<file path="src/rtl/imm_pkg.sv">
// Shared definitions for the immediate generator: mode encoding, FSM states
// and the power-on contents of the constant table.
package imm_pkg;

  localparam logic [1:0] MODE_TBL  = 2'b00;
  localparam logic [1:0] MODE_SEXT = 2'b01;
  localparam logic [1:0] MODE_ZEXT = 2'b10;
  localparam logic [1:0] MODE_PFX  = 2'b11;

  typedef enum logic {
    ST_IDLE = 1'b0,
    ST_PFX  = 1'b1
  } imm_state_e;

  // Signed so that entry 5 widens to all ones for any table width.
  localparam int DEFAULT_TBL [8] = '{0, 1, 32, 64, 96, -1, 144, 9};

  function automatic int default_entry(input int idx);
    if (idx < 8) return DEFAULT_TBL[idx[2:0]];
    return 0;
  endfunction

endpackage

</file>
<file path="src/rtl/imm_table.sv">
// Writable constant table: one write port, one combinational read port,
// synchronous reset back to the default constants.
module imm_table
  import imm_pkg::*;
#(
  parameter int DATA_W = 16,
  parameter int SEL_W  = 3
) (
  input  logic              clk,
  input  logic              rst,
  input  logic              wr_en_i,
  input  logic [SEL_W-1:0]  wr_addr_i,
  input  logic [DATA_W-1:0] wr_data_i,
  input  logic [SEL_W-1:0]  rd_addr_i,
  output logic [DATA_W-1:0] rd_data_o
);

  localparam int DEPTH = 2 ** SEL_W;

  logic [DATA_W-1:0] mem_q [DEPTH];

  always_ff @(posedge clk) begin
    if (rst) begin
      for (int i = 0; i < DEPTH; i++) begin
        mem_q[i] <= DATA_W'(default_entry(i));
      end
    end else if (wr_en_i) begin
      mem_q[wr_addr_i] <= wr_data_i;
    end
  end

  // Read is combinational, so a same-cycle write is seen only by later reqs.
  assign rd_data_o = mem_q[rd_addr_i];

endmodule

</file>
<file path="src/rtl/imm_gen.sv">
// Decode-stage immediate generator: table lookup, raw sign/zero extension and
// a one-deep prefix that widens the next extended immediate to 2*RAW_W bits.
module imm_gen
  import imm_pkg::*;
#(
  parameter int DATA_W = 16,
  parameter int SEL_W  = 3,
  parameter int RAW_W  = 6
) (
  input  logic              clk,
  input  logic              rst,
  input  logic              req,
  input  logic [1:0]        mode,
  input  logic [SEL_W-1:0]  sel,
  input  logic [RAW_W-1:0]  raw,
  input  logic              wr_en,
  input  logic [SEL_W-1:0]  wr_addr,
  input  logic [DATA_W-1:0] wr_data,
  output logic [DATA_W-1:0] imm_out,
  output logic              imm_valid,
  output logic              pfx_pending
);

  imm_state_e          state_q;
  logic [RAW_W-1:0]    pfx_q;
  logic [DATA_W-1:0]   imm_q;
  logic [DATA_W-1:0]   imm_d;
  logic                valid_q;
  logic [DATA_W-1:0]   tbl_rd;
  logic [2*RAW_W-1:0]  wide;

  imm_table #(
    .DATA_W (DATA_W),
    .SEL_W  (SEL_W)
  ) u_table (
    .clk       (clk),
    .rst       (rst),
    .wr_en_i   (wr_en),
    .wr_addr_i (wr_addr),
    .wr_data_i (wr_data),
    .rd_addr_i (sel),
    .rd_data_o (tbl_rd)
  );

  assign wide = {pfx_q, raw};

  // Size casts extend by operand signedness, which also covers 2*RAW_W == DATA_W.
  always_comb begin
    imm_d = imm_q;
    case (mode)
      MODE_TBL:  imm_d = tbl_rd;
      MODE_SEXT: imm_d = (state_q == ST_PFX) ? DATA_W'($signed(wide)) : DATA_W'($signed(raw));
      MODE_ZEXT: imm_d = (state_q == ST_PFX) ? DATA_W'(wide) : DATA_W'(raw);
      default:   imm_d = imm_q;
    endcase
  end

  always_ff @(posedge clk) begin
    if (rst) begin
      state_q <= ST_IDLE;
      pfx_q   <= '0;
      imm_q   <= '0;
      valid_q <= 1'b0;
    end else begin
      valid_q <= 1'b0;
      if (req) begin
        if (mode == MODE_PFX) begin
          pfx_q   <= raw;
          state_q <= ST_PFX;
        end else begin
          imm_q   <= imm_d;
          valid_q <= 1'b1;
          state_q <= ST_IDLE;
        end
      end
    end
  end

  assign imm_out     = imm_q;
  assign imm_valid   = valid_q;
  assign pfx_pending = (state_q == ST_PFX);

endmodule

</file>
<file path="config.mk">
export PLATFORM = sky130hd
export DESIGN_NAME = imm_gen
export DESIGN_NICKNAME = d
export VERILOG_FILES = /design/src/rtl/imm_pkg.sv /design/src/rtl/imm_table.sv /design/src/rtl/imm_gen.sv
export SDC_FILE = /design/constraint.sdc
export NUM_CORES = 1
export LEC_CHECK = 0
export ABC_AREA = 0
export BUFFER_PORTS_ARGS = -buffer_cell sky130_fd_sc_hd__buf_2
export CORE_ASPECT_RATIO = 0.75
export CORE_MARGIN = 5
export CORE_UTILIZATION = 45
export CTS_BUF_LIST = sky130_fd_sc_hd__clkbuf_16
export DETAILED_ROUTE_END_ITERATION = 8
export PLACE_DENSITY = 0.7
export SLEW_MARGIN = 20
export SYNTH_ARGS = -nofsm -noshare
export SYNTH_HDL_FRONTEND = slang
export SYNTH_SLANG_ARGS = --single-unit
</file>
<file path="constraint.sdc">
create_clock -name clk -period 4.15 [get_ports clk]
set_input_delay 0.415 -clock clk [delete_from_list [all_inputs] [get_ports clk]]
set_output_delay 0.415 -clock clk [all_outputs]
set_load 0.05 [all_outputs]
</file>
== Word-level counts from Yosys, hierarchy flattened ==
Memory sizes are Yosys's and may differ from the RTL's.
Cells that the tools add are included.
Word-level totals
  register bits after elaboration: 24
  bits in writable memories: 128
  memories kept: 1
Cells by class
  equal/unequal tests: 3
  multiplexer cells: 29
  bitwise gates (word level): 2
  reductions and logical operators: 6
Memories
  u_table.mem_q: words 8, width 16, rd ports 1, clocked after memory_dff 0, write ports 8, line imm_table.sv:20  | logic [DATA_W-1:0] mem_q [DEPTH];
Operator list (count)
  $mux 16: 11
  $pmux 16 s3: 1
  $reduce_or 16->1: 1
  $mux 7: 2
  $mux 12: 1
  $mux 1: 10
  $mux 8: 1
  $mux 6: 1
  $eq 2x2->1 const B: 2
  $mux 4: 1
  $mux 3: 1
  $reduce_and 3->1: 1
  $reduce_bool 3->1: 1
  $eq 2x1->1 const B: 1
  $logic_not 2->1: 1
  $not 1->1: 2
  $reduce_and 2->1: 1
  $reduce_or 2->1: 1

== Longest topological paths before layout ==
Gate-level depths: netlist (run 1).
  depth in word-level cells: 5
  mapped depth: 7

== By module ==
A second synthesis (run 1) with hierarchy kept.
Unflattened totals
  cells, all modules: 497
  area total of the unflattened synthesis: 7005.5 µm²
Modules (own cells, without submodules)
  imm_table: instances 1, cells an instance 372, area an instance 5861.9 µm², sequential area each 3843.7 µm²
  imm_gen: instances 1, cells an instance 125, area an instance 1143.6 µm², sequential area each 480.5 µm²

== Worst setup path before layout (run 1) ==
OpenSTA, ideal clock, no wires.
  path kind: input-to-reg
  start point: input port wr_addr[1]
  end point: memory u_table.mem_q[5][0], enable pin
  setup time: 0.392 ns
  data arrival time: 1.684 ns
  setup slack: 2.074 ns
  cell stages on the path: 4
  buffers on the path: 2
  path through: nand2b_1 > clkbuf_1 > clkbuf_1 > o21bai_1
RTL lines
  start, declared: line imm_gen.sv:17  | input logic [SEL_W-1:0] wr_addr,
  end, declared: line imm_table.sv:20

==> results of run 1 <==
-- where the power goes --
| group | internal, mW | switching [mW] |
|---|---|---|
| logic | 0.107 | 0.241 |
| registers | 1.75 | 0.0366 |
| clock network | 0.899 | 0.655 |
-- worst max-delay path: stages --
cell and delay (ps):
buf_2 290, or3b_1 630, nor2_2 460, or2_2 490
-- worst paths after layout --
kind                        startpoint                   to  slack [ps]  cells after the start
setup / recovery                   rst  u_table.mem_q[6][8]        1920                      4
hold / removal                  raw[0]           imm_out[0]         270                      3
setup reg to reg  u_table.mem_q[6][14]          imm_out[14]        2620                      4
hold reg to reg               pfx_q[0]             pfx_q[0]         470                      2
-- logic make-up after synthesis --
family,Yosys count,synth area share [%]
simple gates,210,17.92
compound gates,51,5.502
mux,51,10.62
buf+inv,33,2.678
fa+ha+maj,4,0.7240
flops,152,62.55
-- through the flow --
stage / cell area [um2] / power (mW)
CTS: 7870 / 3.700
global route: 7873 / 3.796
global placement: 7281 / 2.154
detailed placement: 7281 / 2.164
finish: 7873 / 3.689
floorplan: 6913 / 2.026
-- final cells by class --
| type | count | area share, % |
|---|---|---|
| multi-input cells | 316 | 30.53 |
| well taps | 205 | 3.258 |
| repair buffers | 55 | 3.624 |
| clock buffers | 17 | 5.404 |
| inverters | 3 | 0.1430 |
| flip-flops and latches | 152 | 54.93 |
| diodes | 1 | 0.03179 |
| clock inverters | 14 | 2.082 |
-- sequential cells by signal, indices dropped and copies added, names as in the netlist --
signal         count
pfx_pending        1
u_table.mem_q    128
imm_valid          1
imm_out           16
pfx_q              6
-- cells in the final DEF (no fill, tap or decap), types with 3 or more instances in the layout --
cell / instances
inv_1: 3
edfxtp_1: 128
or3_1: 24
a22oi_1: 20
clkinv_4: 3
nor3_1: 5
mux2i_1: 34
buf_2: 51
and2_1: 104
nor2b_1: 5
a21oi_1: 11
a211oi_1: 5
nand3_1: 18
ha_1: 4
or2_2: 8
nor2_1: 13
mux4_1: 9
a221o_1: 5
dfxtp_1: 24
nand2_1: 15
nand2b_1: 8
mux4_2: 6
buf_4: 4
clkbuf_16: 17
inv_6: 4
-- per-layer routing --
metal	vias to the layer above	GRT usage, %	wire length [um]
met4	0	7.012	438
li1	1960	-	-
met1	2150	28.88	7609
met5	-	0	0
met3	26	6.296	1797
met2	209	28.85	7776
==> out/qor.csv, run 1 <==
stage;metric;value;unit
sta;finalSetupViolCount;0;
sta;period_minus_slack;2227;ps
clock_network;cts_hold_buf;0;
grt;grt_pass1_vias;4302;
synth;synth-seq-cells;152;
run;maxCapViolations;0;
place;gp_congestion;0.8389;
synth;synth.top_cells.by_count;edfxtp_1, and2_1, mux2i_1, dfxtp_1, or3_1;
clock_network;cts_max_level;4;
sta;fmax;449.1;MHz
synth;seq_area_frac_synth;62.55;%
sta;rsz0062_at_grt;false;
layout;syn_to_final_growth;13.88;%
routing;drt_iter0_drc;430;
die;dieHeight;117.3;um
routing;vias_per_cell;5.695;
place;dp.final_hpwl;12280;um
layout;final_cells;763;
routing;routed_wirelength;17620;um
sta;holdWs;266.5;ps
sta;hold_viol_final;0;
die;initial_core_util;45.70;%
routing;drt_first_pass_iters;5;
synth;yosysMostFrequentCell;edfxtp_1;
synth;synthDistinctLibCells;46;
layout;seqCellArea;4324;um2
synth;synthFlopType;edfxtp_1;
clock_network;postCtsSetupRepairBufs;0;
synth;synth_top_cell_area_share;55.60;%
grt;grt_overflow_total;0;
run_status;status;complete, no violations;
clock_network;insertion_delay;430;ps
synth;syn-num-nets;539;
routing;drt-wirelength-per-cell;23.10;um
synth;syn-instance-count;501;
clock_network;ctsResizeCount;0;
synth;syn-cell-area;6913;um2
pwr;p_per_area;468.6;nW/um2
sta;worst_pin_slew;954.2;ps
sta;drv_slew;0;
grt;grt_max_degree;32;
layout;nets;583;
synth;yosysWarnings;0;
clock_network;cts_root_buffer;clkbuf_16;
clock_network;numCtsBuffers;17;
routing;drcViolationCount;0;
die;die-area;17970;um2
synth;async_reset_ff_share;0;%
setup_path;critical_path_required;4230;ps
worst_hold_path;holdCritPathClass;in -> reg;
grt;grtUsageTotal;20.08;%
synth;syn-mean-instance-area;13.80;um2
clock_network;cts_buffer_depth;2;
routing;dr_total_vias;4345;
sta;relSlewSlack;36.39;%
sta;fin_tns_setup;0;ps
synth;synth_area_leaders;edfxtp_1, and2_1, dfxtp_1;
layout;fillers;1273;
setup_path;end_kind;flip-flop;
pwr;vdd_drop_max;0.2528;mV
setup_path;arrival;2300;ps
die;num_rows;39;
synth;yosys.area.top_type;edfxtp_1;
die;ioPinCount;52;
clock_network;clk_pin_slew;60;ps
sta;skew;13.78;ps
setup_path;critPathMaxFanout;31;
place;dpl.cell_count;731;
layout;fin_util;52.04;%
pwr;leakage;2.935;nW
layout;multi_input_area;2404;um2
synth;synth_enable_flop_cells;128;
place;io_buffers;51;
clock_network;cts_tree;built;
grt;grt_pass1_wl;26570;um
sta;period_share;53.65;%
setup_path;critical_path_class;in -> reg;
setup_path;startpoint_type;primary input;
layout;drive_gt1_share;19.57;%
die;die_w;153.1;um
place;dpl_worst_slack;1475;ps
die;core-area;15130;um2
routing;detail-route-antenna-nets;0;
sta;fin_ws;1923;ps
grt;grt_antenna_before_repair;1;
clock_network;clock-sinks;152;
Note: power is estimated with default switching activity, not from simulation.
==> inputs of run 2 (changes only) <==
ABC_AREA = 1   (was 0)
PLACE_DENSITY = 0.69   (was 0.7)
clock period = 2.25 ns   (was 4.15 ns; I/O delays follow)
==> run 2 against run 1 <==
Critical path depth shrank 3. Register-to-register slack got worse by 1700 ps. Worst hold slack worse by 250 ps. Sequential share of layout area is 3.2 points lower. Count of clock-buffer cells in the layout increased by 5. Die area is 5.9% higher. Design area grew 6.2%. Wire length is 7.4% higher. Non-clock buffer count is 13 higher. Clock skew shrank 0.88 ps. Largest cell class unchanged. Highest routed layer unchanged.
==> out/qor.csv, run 2 <==
stage;metric;value;unit
run_status;status;complete, no violations;
synth;synth-seq-cells;152;
grt;grtUsageTotal;20.72;%
grt;grt_pass1_wl;29900;um
routing;drt-wirelength-per-cell;17.05;um
synth;synth-compound-area-share;3.639;%
place;dpl.cell_count;1078;
setup_path;r2r_slack;930;ps
clock_network;postCtsSetupRepairBufs;0;
die;initial_core_util;45.94;%
clock_network;cts_hold_buf;0;
setup_path;end_kind;primary output;
sta;fin_tns_setup;0;ps
grt;grt_max_degree;65;
worst_hold_path;whs_path_depth;2;
synth;syn-instance-count;840;
layout;nets;925;
layout;syn_to_final_growth;13.61;%
setup_path;critical_path_required;2030;ps
place;io_buffers;51;
sta;fmax;668.4;MHz
setup_path;crit_buf_inv;1;
routing;drt_iter0_drc;616;
pwr;power.share.sequential;47.9;%
grt;grt_overflow_total;0;
synth;synthDistinctLibCells;24;
routing;routed_wirelength;18930;um
synth;synth-simple-area-share;25.61;%
routing;drcViolationCount;0;
clock_network;ctsResizeCount;0;
layout;largest_reg_flops;128;
sta;period_minus_slack;1496;ps
synth;synth.top_cells.by_count;nand2_1, inv_1, edfxtp_1, nor2_1, nand3_1;
synth;syn-mean-instance-area;8.758;um2
synth;synthAdderAreaFrac;0.6803;%
die;dieHeight;120.7;um
die;ioPinCount;52;
synth;synthFlopType;edfxtp_1;
worst_hold_path;worstHoldEndpoint;pfx_pending;
die;die-area;19030;um2
pwr;vdd_drop_max;0.5404;mV
setup_path;regToRegEndpoint;imm_out[11];
place;gp_congestion;0.9034;
setup_path;r2r_start;pfx_pending;
layout;antenna_cells;0;
synth;async_reset_ff_share;0;%
sta;relSlewSlack;57.07;%
routing;drt_first_pass_iters;6;
grt;grt_pass1_vias;5411;
synth;yosys.area.top_type;edfxtp_1;
layout;drive_gt1_share;13.00;%
routing;vias_per_cell;5.085;
pwr;switching_share;24.89;%
routing;detail-route-antenna-nets;0;
setup_path;critPathMaxStageDelay;520;ps
setup_path;critical_path_class;reg -> out;
synth;yosysMostFrequentCell;nand2_1;
sta;hold_viol_final;0;
setup_path;critPathMaxFanout;9;
pwr;internal-power;5.162;mW
die;num_rows;40;
pwr;p_clk_share;41.1;%
synth;yosysWarnings;0;
synth;synth_mux_area_share;0;%
synth;synth_top_family_by_area;simple AND/OR/NAND/NOR gates;
layout;final_cell_mix;nand2_1, inv_1, edfxtp_1, nor2_1, nand3_1;
synth;synth_enable_flop_cells;128;
place;dp.final_hpwl;12670;um
synth;synth_top_cell_area_share;52.24;%
sta;rsz0062_at_grt;false;
synth;seq_area_frac_synth;58.78;%
setup_path;crit_chain;buf_2;
clock_network;clk_pin_slew;60;ps
sta;skew;12.90;ps
setup_path;arrival;1270;ps
sta;period_share;66.49;%
setup_path;path_delay_family;flip-flops;
pwr;p_per_area;822.3;nW/um2
synth;syn-num-nets;878;
sta;finalSetupViolCount;0;
grt;grt_antenna_before_repair;0;
pwr;leakage;3.839;nW
die;die_w;157.6;um
clock_network;insertion_delay;420;ps
clock_network;cts_tree;built;
die;core-area;16020;um2
layout;layout_commonest_cell;nand2_1;
clock_network;cts_buffer_depth;2;
layout;regMostFlops;u_table.mem_q;
sta;drv_slew;0;
setup_path;startpoint_type;flip-flop;
clock_network;numCtsBuffers;17;
clock_network;cts_max_level;4;
pwr;p_comb_share;10.9;%
setup_path;rr_worst_depth;5;
routing;dr_total_vias;5644;
synth;synthXorXnorAreaFrac;0;%
synth;synth_area_leaders;edfxtp_1, nand2_1, inv_1;
worst_hold_path;holdCritPathClass;in -> reg;
layout;final_cells;1110;
layout;postLayoutCellArea;8358;um2
pwr;p_sw;1.711;mW
place;place_area;7754;um2
synth;syn-cell-area;7357;um2
clock_network;clock-sinks;152;
run;maxCapViolations;0;
setup_path;crit_slowest_cell;dfxtp_1;
clock_network;cts_root_buffer;clkbuf_16;
worst_hold_path;min_from;rst;
sta;worst_pin_slew;642.4;ps
run 2: worst max path at each step:
stage,start,to,depth (start not counted)
final,pfx_pending,pfx_pending,1
after global routing,pfx_pending,pfx_pending,1
after CTS,pfx_pending,pfx_pending,1
after detailed placement,rst,u_table.mem_q[7][9],9
after global placement,rst,u_table.mem_q[6][7],8
after floorplan,rst,u_table.mem_q[5][0],5
run 2: layout make-up:
class | instances | area, um2
inverters | 145 | 544.3
clock buffers | 22 | 550.5
multi-input cells | 503 | 2202
flip-flops and latches | 152 | 4324
fillers | 1464 | 7657
clock inverters | 10 | 53.80
repair buffers | 68 | 420.4
well taps | 210 | 262.8
run 2: logic make-up (layout without fill, tap and decap cells):
group,count (synthesis),count (layout)
buffers and inverters,185,245
adder cells (fa/ha/maj),4,4
AO/OA/AOI/OAI,53,53
AND/OR/NAND/NOR,446,446
flip-flops,152,152
run 2: stage by stage:
step / total power [mW] / setup WS, ps / hold slack (ps) / util (%)
floorplan: 3.846 / 107.1 / 297.4 / -
global placement: 4.084 / 496.6 / 437.7 / 48.41
detailed placement: 4.094 / 451.0 / 443.4 / 48.41
CTS: 6.892 / 768.1 / 8.700 / 52.19
global route: 7.129 / 706.7 / 11.13 / 52.19
finish: 6.873 / 754.0 / 17.02 / 52.19
run 2: layer usage:
layer | global-route usage (%) | vias up | wire length (um) | share of wire, %
li1 | - | 2741 | - | -
met1 | 30.05 | 2679 | 8502 | 45
met2 | 31.51 | 200 | 8732 | 46
met3 | 3.542 | 24 | 1301 | 6.9
met4 | 7.093 | 0 | 393 | 2.1
met5 | 0 | - | 0 | 0
run 2: power groups by stage:
stage / sequential, mW / combinational, mW / clock [mW]
after detailed placement: 3.35 / 0.745 / 0
after floorplan: 3.42 / 0.429 / 0
after global placement: 3.35 / 0.737 / 0
final: 3.29 / 0.752 / 2.83
after CTS: 3.29 / 0.751 / 2.85
after global routing: 3.31 / 0.834 / 2.99
